<file path="src/rtl/cache_axil_slave_pkg.sv">
// Shared types and constants for the AXI4-Lite to native-bus bridge.
//  state_t : bridge FSM states
//  prio_t  : which kind of request wins when a read and a write are both pending
//  AXI_RESP_W / AXI_RESP_OKAY : AXI response field width and the OKAY code
package cache_axil_slave_pkg;

    typedef enum logic [2:0] {
        ST_IDLE   = 3'd0,
        ST_RD_REQ = 3'd1,
        ST_WR_REQ = 3'd2,
        ST_RD_RSP = 3'd3,
        ST_WR_RSP = 3'd4
    } state_t;

    typedef enum logic {
        PRIO_READ  = 1'b0,
        PRIO_WRITE = 1'b1
    } prio_t;

    localparam int AXI_RESP_W = 2;
    localparam logic [AXI_RESP_W-1:0] AXI_RESP_OKAY = 2'b00;

endpackage

</file>
<file path="src/rtl/cache_axil_slave_hold_slot.sv">
// Single-entry holding register for one AXI4-Lite channel (AR, AW or W).
//  clk, reset : clock, asynchronous active-high reset
//  in_valid   : channel valid from the master
//  in_data    : channel payload, captured on in_valid & in_ready
//  in_ready   : registered channel ready, high only while the slot is empty
//  free       : empties the slot (only asserted while the slot is full)
//  full       : slot holds an entry
//  data       : held payload
module axil_hold_slot #(
    parameter int WIDTH = 32
) (
    input  logic             clk,
    input  logic             reset,
    input  logic             in_valid,
    input  logic [WIDTH-1:0] in_data,
    output logic             in_ready,
    input  logic             free,
    output logic             full,
    output logic [WIDTH-1:0] data
);

    logic             full_r;
    logic             ready_r;
    logic [WIDTH-1:0] data_r;

    // Capture/free the entry; ready mirrors "empty" one cycle late so it is a clean flop.
    always_ff @(posedge clk or posedge reset) begin
        if (reset) begin
            full_r  <= 1'b0;
            ready_r <= 1'b0;
            data_r  <= '0;
        end else if (in_valid && ready_r) begin
            full_r  <= 1'b1;
            ready_r <= 1'b0;
            data_r  <= in_data;
        end else if (free) begin
            full_r  <= 1'b0;
            ready_r <= 1'b1;
        end else begin
            ready_r <= ~full_r;
        end
    end

    assign in_ready = ready_r;
    assign full     = full_r;
    assign data     = data_r;

endmodule

</file>
<file path="src/rtl/cache_axil_slave.sv">
// AXI4-Lite slave to native cache bus bridge with one outstanding native request.
//  clk, reset          : clock, asynchronous active-high reset
//  s_aw*/s_w*/s_b*     : AXI4-Lite write address, write data and write response
//  s_ar*/s_r*          : AXI4-Lite read address and read data
//  valid/addr/wdata/wstrb : native request, registered, held until ready (wstrb=0 means read)
//  ready/rdata         : one-cycle completion pulse and read data from the front end
// With CTRL_CACHE=1 the extra address MSB (cache-control select) is passed through untouched.
module cache_axil_slave
    import cache_axil_slave_pkg::*;
#(
    parameter int  FE_ADDR_W  = 32,
    parameter int  FE_DATA_W  = 32,
    parameter int  CTRL_CACHE = 0,
    localparam int FE_NBYTES  = FE_DATA_W / 8,
    localparam int AW         = CTRL_CACHE + FE_ADDR_W
) (
    input  logic                 clk,
    input  logic                 reset,
    input  logic [AW-1:0]        s_awaddr,
    input  logic                 s_awvalid,
    output logic                 s_awready,
    input  logic [FE_DATA_W-1:0] s_wdata,
    input  logic [FE_NBYTES-1:0] s_wstrb,
    input  logic                 s_wvalid,
    output logic                 s_wready,
    output logic [1:0]           s_bresp,
    output logic                 s_bvalid,
    input  logic                 s_bready,
    input  logic [AW-1:0]        s_araddr,
    input  logic                 s_arvalid,
    output logic                 s_arready,
    output logic [FE_DATA_W-1:0] s_rdata,
    output logic [1:0]           s_rresp,
    output logic                 s_rvalid,
    input  logic                 s_rready,
    output logic                 valid,
    output logic [AW-1:0]        addr,
    output logic [FE_DATA_W-1:0] wdata,
    output logic [FE_NBYTES-1:0] wstrb,
    input  logic                 ready,
    input  logic [FE_DATA_W-1:0] rdata
);

    localparam int WW = FE_DATA_W + FE_NBYTES;

    logic                 ar_full_s, aw_full_s, w_full_s;
    logic                 free_ar_s, free_aw_s, free_w_s;
    logic [AW-1:0]        ar_addr_s, aw_addr_s;
    logic [WW-1:0]        w_slot_s;
    logic [FE_DATA_W-1:0] w_data_s;
    logic [FE_NBYTES-1:0] w_strb_s;

    axil_hold_slot #(.WIDTH(AW)) u_ar_slot (
        .clk(clk), .reset(reset), .in_valid(s_arvalid), .in_data(s_araddr),
        .in_ready(s_arready), .free(free_ar_s), .full(ar_full_s), .data(ar_addr_s)
    );

    axil_hold_slot #(.WIDTH(AW)) u_aw_slot (
        .clk(clk), .reset(reset), .in_valid(s_awvalid), .in_data(s_awaddr),
        .in_ready(s_awready), .free(free_aw_s), .full(aw_full_s), .data(aw_addr_s)
    );

    axil_hold_slot #(.WIDTH(WW)) u_w_slot (
        .clk(clk), .reset(reset), .in_valid(s_wvalid), .in_data({s_wstrb, s_wdata}),
        .in_ready(s_wready), .free(free_w_s), .full(w_full_s), .data(w_slot_s)
    );

    assign w_data_s = w_slot_s[FE_DATA_W-1:0];
    assign w_strb_s = w_slot_s[FE_DATA_W +: FE_NBYTES];

    state_t               state_r, state_next_s;
    prio_t                prio_r, prio_next_s;
    logic                 valid_r, valid_next_s;
    logic [AW-1:0]        addr_r, addr_next_s;
    logic [FE_DATA_W-1:0] wdata_r, wdata_next_s;
    logic [FE_NBYTES-1:0] wstrb_r, wstrb_next_s;
    logic [FE_DATA_W-1:0] s_rdata_r, s_rdata_next_s;
    logic                 s_rvalid_r, s_rvalid_next_s;
    logic                 s_bvalid_r, s_bvalid_next_s;
    logic [1:0]           s_rresp_r, s_bresp_r;
    logic                 rd_pend_s, wr_pend_s, grant_rd_s, grant_wr_s;

    assign rd_pend_s  = ar_full_s;
    assign wr_pend_s  = aw_full_s & w_full_s;
    assign grant_rd_s = rd_pend_s & (~wr_pend_s | (prio_r == PRIO_READ));
    assign grant_wr_s = wr_pend_s & (~rd_pend_s | (prio_r == PRIO_WRITE));

    // Next-state and next-output logic; every registered output is computed here.
    always_comb begin
        state_next_s    = state_r;
        prio_next_s     = prio_r;
        valid_next_s    = valid_r;
        addr_next_s     = addr_r;
        wdata_next_s    = wdata_r;
        wstrb_next_s    = wstrb_r;
        s_rdata_next_s  = s_rdata_r;
        s_rvalid_next_s = s_rvalid_r;
        s_bvalid_next_s = s_bvalid_r;
        free_ar_s       = 1'b0;
        free_aw_s       = 1'b0;
        free_w_s        = 1'b0;
        case (state_r)
            ST_IDLE: begin
                if (grant_rd_s) begin
                    state_next_s = ST_RD_REQ;
                    prio_next_s  = PRIO_WRITE;
                    valid_next_s = 1'b1;
                    addr_next_s  = ar_addr_s;
                    wdata_next_s = '0;
                    wstrb_next_s = '0;
                end else if (grant_wr_s) begin
                    prio_next_s = PRIO_READ;
                    // An all-zero strobe would look like a read on the native bus,
                    // so such a write completes without any native access.
                    if (w_strb_s == '0) begin
                        state_next_s    = ST_WR_RSP;
                        s_bvalid_next_s = 1'b1;
                        free_aw_s       = 1'b1;
                        free_w_s        = 1'b1;
                    end else begin
                        state_next_s = ST_WR_REQ;
                        valid_next_s = 1'b1;
                        addr_next_s  = aw_addr_s;
                        wdata_next_s = w_data_s;
                        wstrb_next_s = w_strb_s;
                    end
                end else begin
                    state_next_s = ST_IDLE;
                end
            end
            ST_RD_REQ: begin
                if (ready) begin
                    state_next_s    = ST_RD_RSP;
                    valid_next_s    = 1'b0;
                    addr_next_s     = '0;
                    wdata_next_s    = '0;
                    wstrb_next_s    = '0;
                    s_rdata_next_s  = rdata;
                    s_rvalid_next_s = 1'b1;
                    free_ar_s       = 1'b1;
                end else begin
                    state_next_s = ST_RD_REQ;
                end
            end
            ST_WR_REQ: begin
                if (ready) begin
                    state_next_s    = ST_WR_RSP;
                    valid_next_s    = 1'b0;
                    addr_next_s     = '0;
                    wdata_next_s    = '0;
                    wstrb_next_s    = '0;
                    s_bvalid_next_s = 1'b1;
                    free_aw_s       = 1'b1;
                    free_w_s        = 1'b1;
                end else begin
                    state_next_s = ST_WR_REQ;
                end
            end
            ST_RD_RSP: begin
                if (s_rready) begin
                    state_next_s    = ST_IDLE;
                    s_rvalid_next_s = 1'b0;
                end else begin
                    state_next_s = ST_RD_RSP;
                end
            end
            ST_WR_RSP: begin
                if (s_bready) begin
                    state_next_s    = ST_IDLE;
                    s_bvalid_next_s = 1'b0;
                end else begin
                    state_next_s = ST_WR_RSP;
                end
            end
            default: begin
                state_next_s    = ST_IDLE;
                valid_next_s    = 1'b0;
                addr_next_s     = '0;
                wdata_next_s    = '0;
                wstrb_next_s    = '0;
                s_rvalid_next_s = 1'b0;
                s_bvalid_next_s = 1'b0;
            end
        endcase
    end

    // State, arbitration priority and all registered bridge outputs.
    always_ff @(posedge clk or posedge reset) begin
        if (reset) begin
            state_r    <= ST_IDLE;
            prio_r     <= PRIO_READ;
            valid_r    <= 1'b0;
            addr_r     <= '0;
            wdata_r    <= '0;
            wstrb_r    <= '0;
            s_rdata_r  <= '0;
            s_rvalid_r <= 1'b0;
            s_bvalid_r <= 1'b0;
            s_rresp_r  <= 2'b00;
            s_bresp_r  <= 2'b00;
        end else begin
            state_r    <= state_next_s;
            prio_r     <= prio_next_s;
            valid_r    <= valid_next_s;
            addr_r     <= addr_next_s;
            wdata_r    <= wdata_next_s;
            wstrb_r    <= wstrb_next_s;
            s_rdata_r  <= s_rdata_next_s;
            s_rvalid_r <= s_rvalid_next_s;
            s_bvalid_r <= s_bvalid_next_s;
            s_rresp_r  <= AXI_RESP_OKAY;
            s_bresp_r  <= AXI_RESP_OKAY;
        end
    end

    assign valid    = valid_r;
    assign addr     = addr_r;
    assign wdata    = wdata_r;
    assign wstrb    = wstrb_r;
    assign s_rdata  = s_rdata_r;
    assign s_rvalid = s_rvalid_r;
    assign s_rresp  = s_rresp_r;
    assign s_bvalid = s_bvalid_r;
    assign s_bresp  = s_bresp_r;

endmodule

</file>
<file path="config.mk">
export PLATFORM = sky130hd
export DESIGN_NAME = cache_axil_slave
export DESIGN_NICKNAME = d
export VERILOG_FILES = /design/src/rtl/cache_axil_slave_pkg.sv /design/src/rtl/cache_axil_slave_hold_slot.sv /design/src/rtl/cache_axil_slave.sv
export SDC_FILE = /design/constraint.sdc
export NUM_CORES = 1
export LEC_CHECK = 0
export BUFFER_PORTS_ARGS = -buffer_cell sky130_fd_sc_hd__clkbuf_2
export CAP_MARGIN = 20
export CORE_MARGIN = 3
export CORE_UTILIZATION = 40
export DETAILED_ROUTE_END_ITERATION = 10
export GPL_ROUTABILITY_DRIVEN = 0
export PLACE_DENSITY = 0.75
export REMOVE_ABC_BUFFERS = 1
export SYNTH_ARGS = -nofsm -noshare
export SYNTH_HDL_FRONTEND = slang
export SYNTH_SLANG_ARGS = --single-unit
</file>
<file path="constraint.sdc">
create_clock -name clk -period 6.8 [get_ports clk]
set_clock_uncertainty 0.15 [all_clocks]
set_input_delay 0.34 -clock clk [delete_from_list [all_inputs] [get_ports clk]]
set_output_delay 0.34 -clock clk [all_outputs]
set_load 0.01 [all_outputs]
</file>
# == Word level (Yosys, flattened, before mapping) ==
# Index checks and enable logic that the tools add are counted.
# classes
eq_ne,14
mux,54
n_bitwise,13
reduce_logical,18
# op_table
cell,n
$mux 32,7
$pmux 32 s3,2
$mux 1,28
$mux 4,4
$mux 3,5
$pmux 3 s5,1
$ne 2x2->1 const B,7
$pmux 4 s3,1
$not 1->1,8
$reduce_bool 2->1,4
$eq 3x2->1 const B,2
$ne 3x3->1 const B,2
$pmux 1 s3,2
$reduce_and 6->1,1
$reduce_or 2->1,3
$logic_not 4->1,1
$mux 2,2
$pmux 1 s4,1
$reduce_and 2->1,2
$reduce_and 4->1,1
$and 1x1->1,3
$eq 3x1->1 const B,1
$eq 3x3->1 const B,1
$logic_and 1x1->1,3
other kinds (6),7
# word_totals
reg_bits,213
inputBits,140
output_inout_bits,110
elab_cells,117

# == Logic depth before layout (Yosys ltp) ==
# logic_depth
word_depth,8
ltp_mapped,8
depth_no_buf,4

# == Cells and area by module ==
# Synthesis repeated with hierarchy kept, for this count alone.
# hier_totals
cells_unflattened,611
area_unflattened_um2,9002.4
# modules_own_cells
module,instances,cells_per_inst,area_each_um2,seq_area_each_um2
cache_axil_slave,1,380,4763.3,2677.6
axil_hold_slot (u_ar_slot ...),2,74,1376.3,850.8
axil_hold_slot (u_w_slot),1,83,1486.4,950.9

# == Worst setup path before layout ==
# No wires, ideal clock.
# synth_timing
kind,reg-to-reg
start,reg state_r[2]
end,"reg addr_r[2], in the netlist addr[2]"
setup_time_ns,0.128
t_arrival_ns,1.805
required_time_ns,6.522
setup_slack_ns,4.717
path_stages_with_launch,8
path_buffers,3
period_less_slack_ns,2.083
cell_sequence,dfrtp_1 buf_2 or3_4 a21oi_4 a22o_4 buf_6 buf_4 mux2_1
# synth_between
elab_chain_cells,4
elab_cells_between_ends,13
cone_classes,eq/ne (7); mux (1); bitwise (1); reduce/logical (4)
# synth_rtl
element,line_no,text
start: declaration,cache_axil_slave.sv:71,"state_t state_r, state_next_s;"
start signal: assignment,cache_axil_slave.sv:202,state_r <= state_next_s;
"$eq 3x2->1, or another cell as far along",cache_axil_slave.sv:102,case (state_r)
$reduce_or 2->1 (no source line),--,
$ne 2x1->1 (no source line) or $not 1->1 (tied branches),--,
$reduce_and 4->1 (no source line),--,
end signal: assignment,cache_axil_slave.sv:205,addr_r <= addr_next_s;
end: declaration,cache_axil_slave.sv:74,"logic [AW-1:0] addr_r, addr_next_s;"
# Several ways; a longest one is shown, not always the timed one.
# A chain may end at the register's enable or synchronous reset.

# == Worst setup path after layout ==
# layout_timing
start,reg state_r[2]
end,"reg addr_r[12], in the netlist addr[12]"
# Same word-level chain as after synthesis.

==> reports/summary.txt <==
Worst stage delay on the critical path -> 640 ps
Top fanout value on the critical path -> 41
Pwr per Cell Area -> 449 nW/um^2
Pin count of the biggest net entering global routing -> 138
Port bufs -> 245
Worst setup SP type -> flop
Normalized max-slew margin -> 35.7%
Clock tree from TritonCTS -> yes
Final std cell area, no fill -> 12100 um^2
Post-CTS Setup Repair Bufs -> 0
First-pass GRT wire length -> 35700 um
Number of flip-flops and latches in the synthesized netlist -> 213
Cell Area, Synth -> 8660 um^2
Mean cell area of the mapped netlist -> 14.3 um^2
Proportion of synthesized chip area in sequential cells -> 61.5%
Per-cell routed wire length -> 17.1 um
Post-route ant nets -> 0
Vias in the first global route -> 6828
Top Ports -> 250
Final number of hold-violating endpoints -> 0
Most frequently used flop master after synthesis -> dfrtp_1
Fraction of final layout cells sized beyond drive strength 1 -> 42.5%
DRT Pass-1 Iters -> 4
Post-route setup TNS -> 0 ps
Setup ws final -> 3940 ps
Worst Setup End Kind -> flop
Violation count after the first detailed-routing iteration -> 211
Clock-pin transition on the worst setup and hold timing paths -> 60 ps
Gate Count Post-Synth -> 605
Peak VDD IR -> 236 uV
Final wirelength -> 21800 um
Number of violations of the max-capacitance limit -> 0
Count of yosys warnings during synthesis -> 0
Max-slew violation count -> 0
Total via count after detailed routing -> 6156
Flop pwr share -> 40.5%
Detailed-route vias per instance -> 4.85
Residual overflow from global routing -> 0
Clock net sink count -> 213
Placed instance area -> 10100 um^2
Hpwl dp -> 12500 um
Number of flops mapped to enable cells by yosys -> 0
Clock tree buffer depth -> 3
Antenna violations before repair -> 0
All-Layer GR Usage -> 18.4%
Pint -> 3.62 mW
Data arrival, critical path -> 3080 ps
Highest achievable clock rate -> 350 MHz
Clock network fraction of design power -> 21.5%
Fin crit share -> 42.0%
Min-delay worst type -> in2reg
CP Class -> reg2reg
Final antenna diode count -> 0
Root buffer cell -> clkbuf_16
Chain of cells forming the critical path -> or3_4 -> a21oi_4 -> a22o_4 -> buf_4 -> mux2_1
Die boundary width -> 153 um
Starting density of the core -> 40.9%
Required time of the critical path -> 7020 ps
Combinational Power Share -> 38.0%
Number of DRC violations after detailed routing -> 0
NumNets Final -> 1121
Clk_lat worst skew -> 490 ps
Result of the run -> completed
Site row count -> 53
P_leak -> 5.90 nW
Post-synthesis to final-layout area growth -> 40.1%
Dpl ws -> 3930 ps
Switching power summed over all nets -> 1.83 mW
Unique masters post-synth -> 33
Share of synthesized registers carrying an async set or reset -> 100%
Tot Pwr -> 5.45 mW
Final setup fails -> 0
Cell with the largest stage delay on the worst path -> buf_4
Shortest clock period the worst path allows after layout -> 2860 ps
Switching fraction of total power -> 33.6%
Vertical die dimension -> 153 um
RSZ-0062 raised after global routing -> false
Die area -> 23500 um^2
Placeable Area -> 21200 um^2
Worst slew pin tran -> 961 ps
Maximum level of the CTS H-tree -> 1
Inserted Clock Buffers -> 23
power by group through the flow:
| stage | registers [mW] | logic (mW) | clock network, mW |
|---|---|---|---|
| after floorplan | 2.26 | 1.28 | 0 |
| after global placement | 2.18 | 1.96 | 0 |
| after detailed placement | 2.21 | 2.03 | 0 |
| after CTS | 2.19 | 2.09 | 1.21 |
| after global routing | 2.28 | 2.27 | 1.26 |
| final | 2.21 | 2.07 | 1.17 |
worst paths after layout:
check	startpoint	end	slack, ps	depth (start not counted)
max in group asynchronous	reset	wdata[4]$_DFFE_PP0P_	4520	4
min reg2reg	addr[12]$_DFFE_PP0P_	addr[12]$_DFFE_PP0P_	340	1
min	s_rready	state_r[1]$_DFF_PP0_	50	3
max reg2reg	state_r[2]$_DFF_PP0_	addr[12]$_DFFE_PP0P_	3940	5
max	state_r[2]$_DFF_PP0_	addr[12]$_DFFE_PP0P_	3940	5
min in group asynchronous	reset	s_rdata[9]$_DFFE_PP0P_	490	3
metal layers:
layer / wire length [um] / up-vias / track usage, %
met2: 11000 / 198 / 33.1
met1: 8800 / 3081 / 22.4
li1: - / 2838 / -
met5: 0 / - / 0
met4: 452 / 0 / 4.24
met3: 1470 / 39 / 4.56
logic make-up (layout without fill, tap and decap cells):
kind of cell,Yosys count,count (layout),share of synthesized area (%)
buf+inv,76,463,4.38
mux,201,201,25.6
flops,213,213,61.5
compound gates,52,52,5.22
other cells,1,4,0.0433
simple gates,62,62,3.21
flip-flops by register name, indices dropped and copies added (netlist names), 3 cells and up:
signal and flops:
wstrb 4, s_rdata 32, u_aw_slot.data 32, state_r 3, u_w_slot.data 36, u_ar_slot.data 32
wdata 32, addr 32
synthesized netlist by cell type, types with 2 or more instances:
master | count | area share, %
mux2_1 | 33 | 4.3
mux2i_1 | 36 | 4.2
clkbuf_1 | 11 | 0.48
nor2b_1 | 2 | 0.14
nand2b_1 | 2 | 0.14
a211o_1 | 2 | 0.20
o21ai_0 | 5 | 0.29
a21oi_1 | 4 | 0.23
a22o_1 | 34 | 3.4
buf_4 | 9 | 0.78
mux2_2 | 132 | 17
nor3_1 | 3 | 0.17
buf_6 | 5 | 0.65
dfrtp_1 | 213 | 62
buf_1 | 2 | 0.087
or2_1 | 2 | 0.14
buf_2 | 9 | 0.52
nand2_1 | 45 | 2.0
a21boi_1 | 2 | 0.17
inv_1 | 39 | 1.7
nor2_1 | 3 | 0.13
what timing repair did:
item,in CTS,in global routing
hold endpoints to repair,271,0
hold buffers,136,0
resized for setup,0,0
stage by stage:
step	hold slack [ps]	instances	utilization [%]
after detailed placement	334	1095	47.6
after floorplan	329	571	-
final	46.5	1270	57.3
after global routing	71.9	1270	57.3
after global placement	324	1095	47.6
after CTS	23.6	1270	57.3
worst max-delay path, delay by kind of cell (launching register included):
family / cells / cell delay (ps)
buffers and inverters: 1 / 640
muxes: 1 / 380
AOI/OAI and AO/OA: 2 / 540
DFF: 1 / 480
and+or+nand+nor: 1 / 460
layout by cell type (no fill, tap or decap), types with 3 or more instances in the layout:
cell type,instances
clkbuf_2,245
dfrtp_1,213
dlygate4sd3_1,136
mux2_2,132
nand2_1,42
inv_1,38
mux2i_1,36
a22o_1,34
mux2_1,33
clkbuf_16,23
clkbuf_8,7
clkbuf_1,7
o21ai_0,5
a21oi_1,4
conb_1,4
buf_4,4
nand2_2,3
nor3_1,3
layout make-up:
| class | count | area [um^2] |
|---|---|---|
| flip-flops and latches | 213 | 5330 |
| inverters | 39 | 154 |
| multi-input cells | 319 | 2980 |
| fillers | 1630 | 9020 |
| well taps | 275 | 344 |
| clock buffers | 37 | 698 |
| repair buffers | 385 | 2620 |
| clock inverters | 2 | 10.0 |
(Power assumes the default switching activity.)
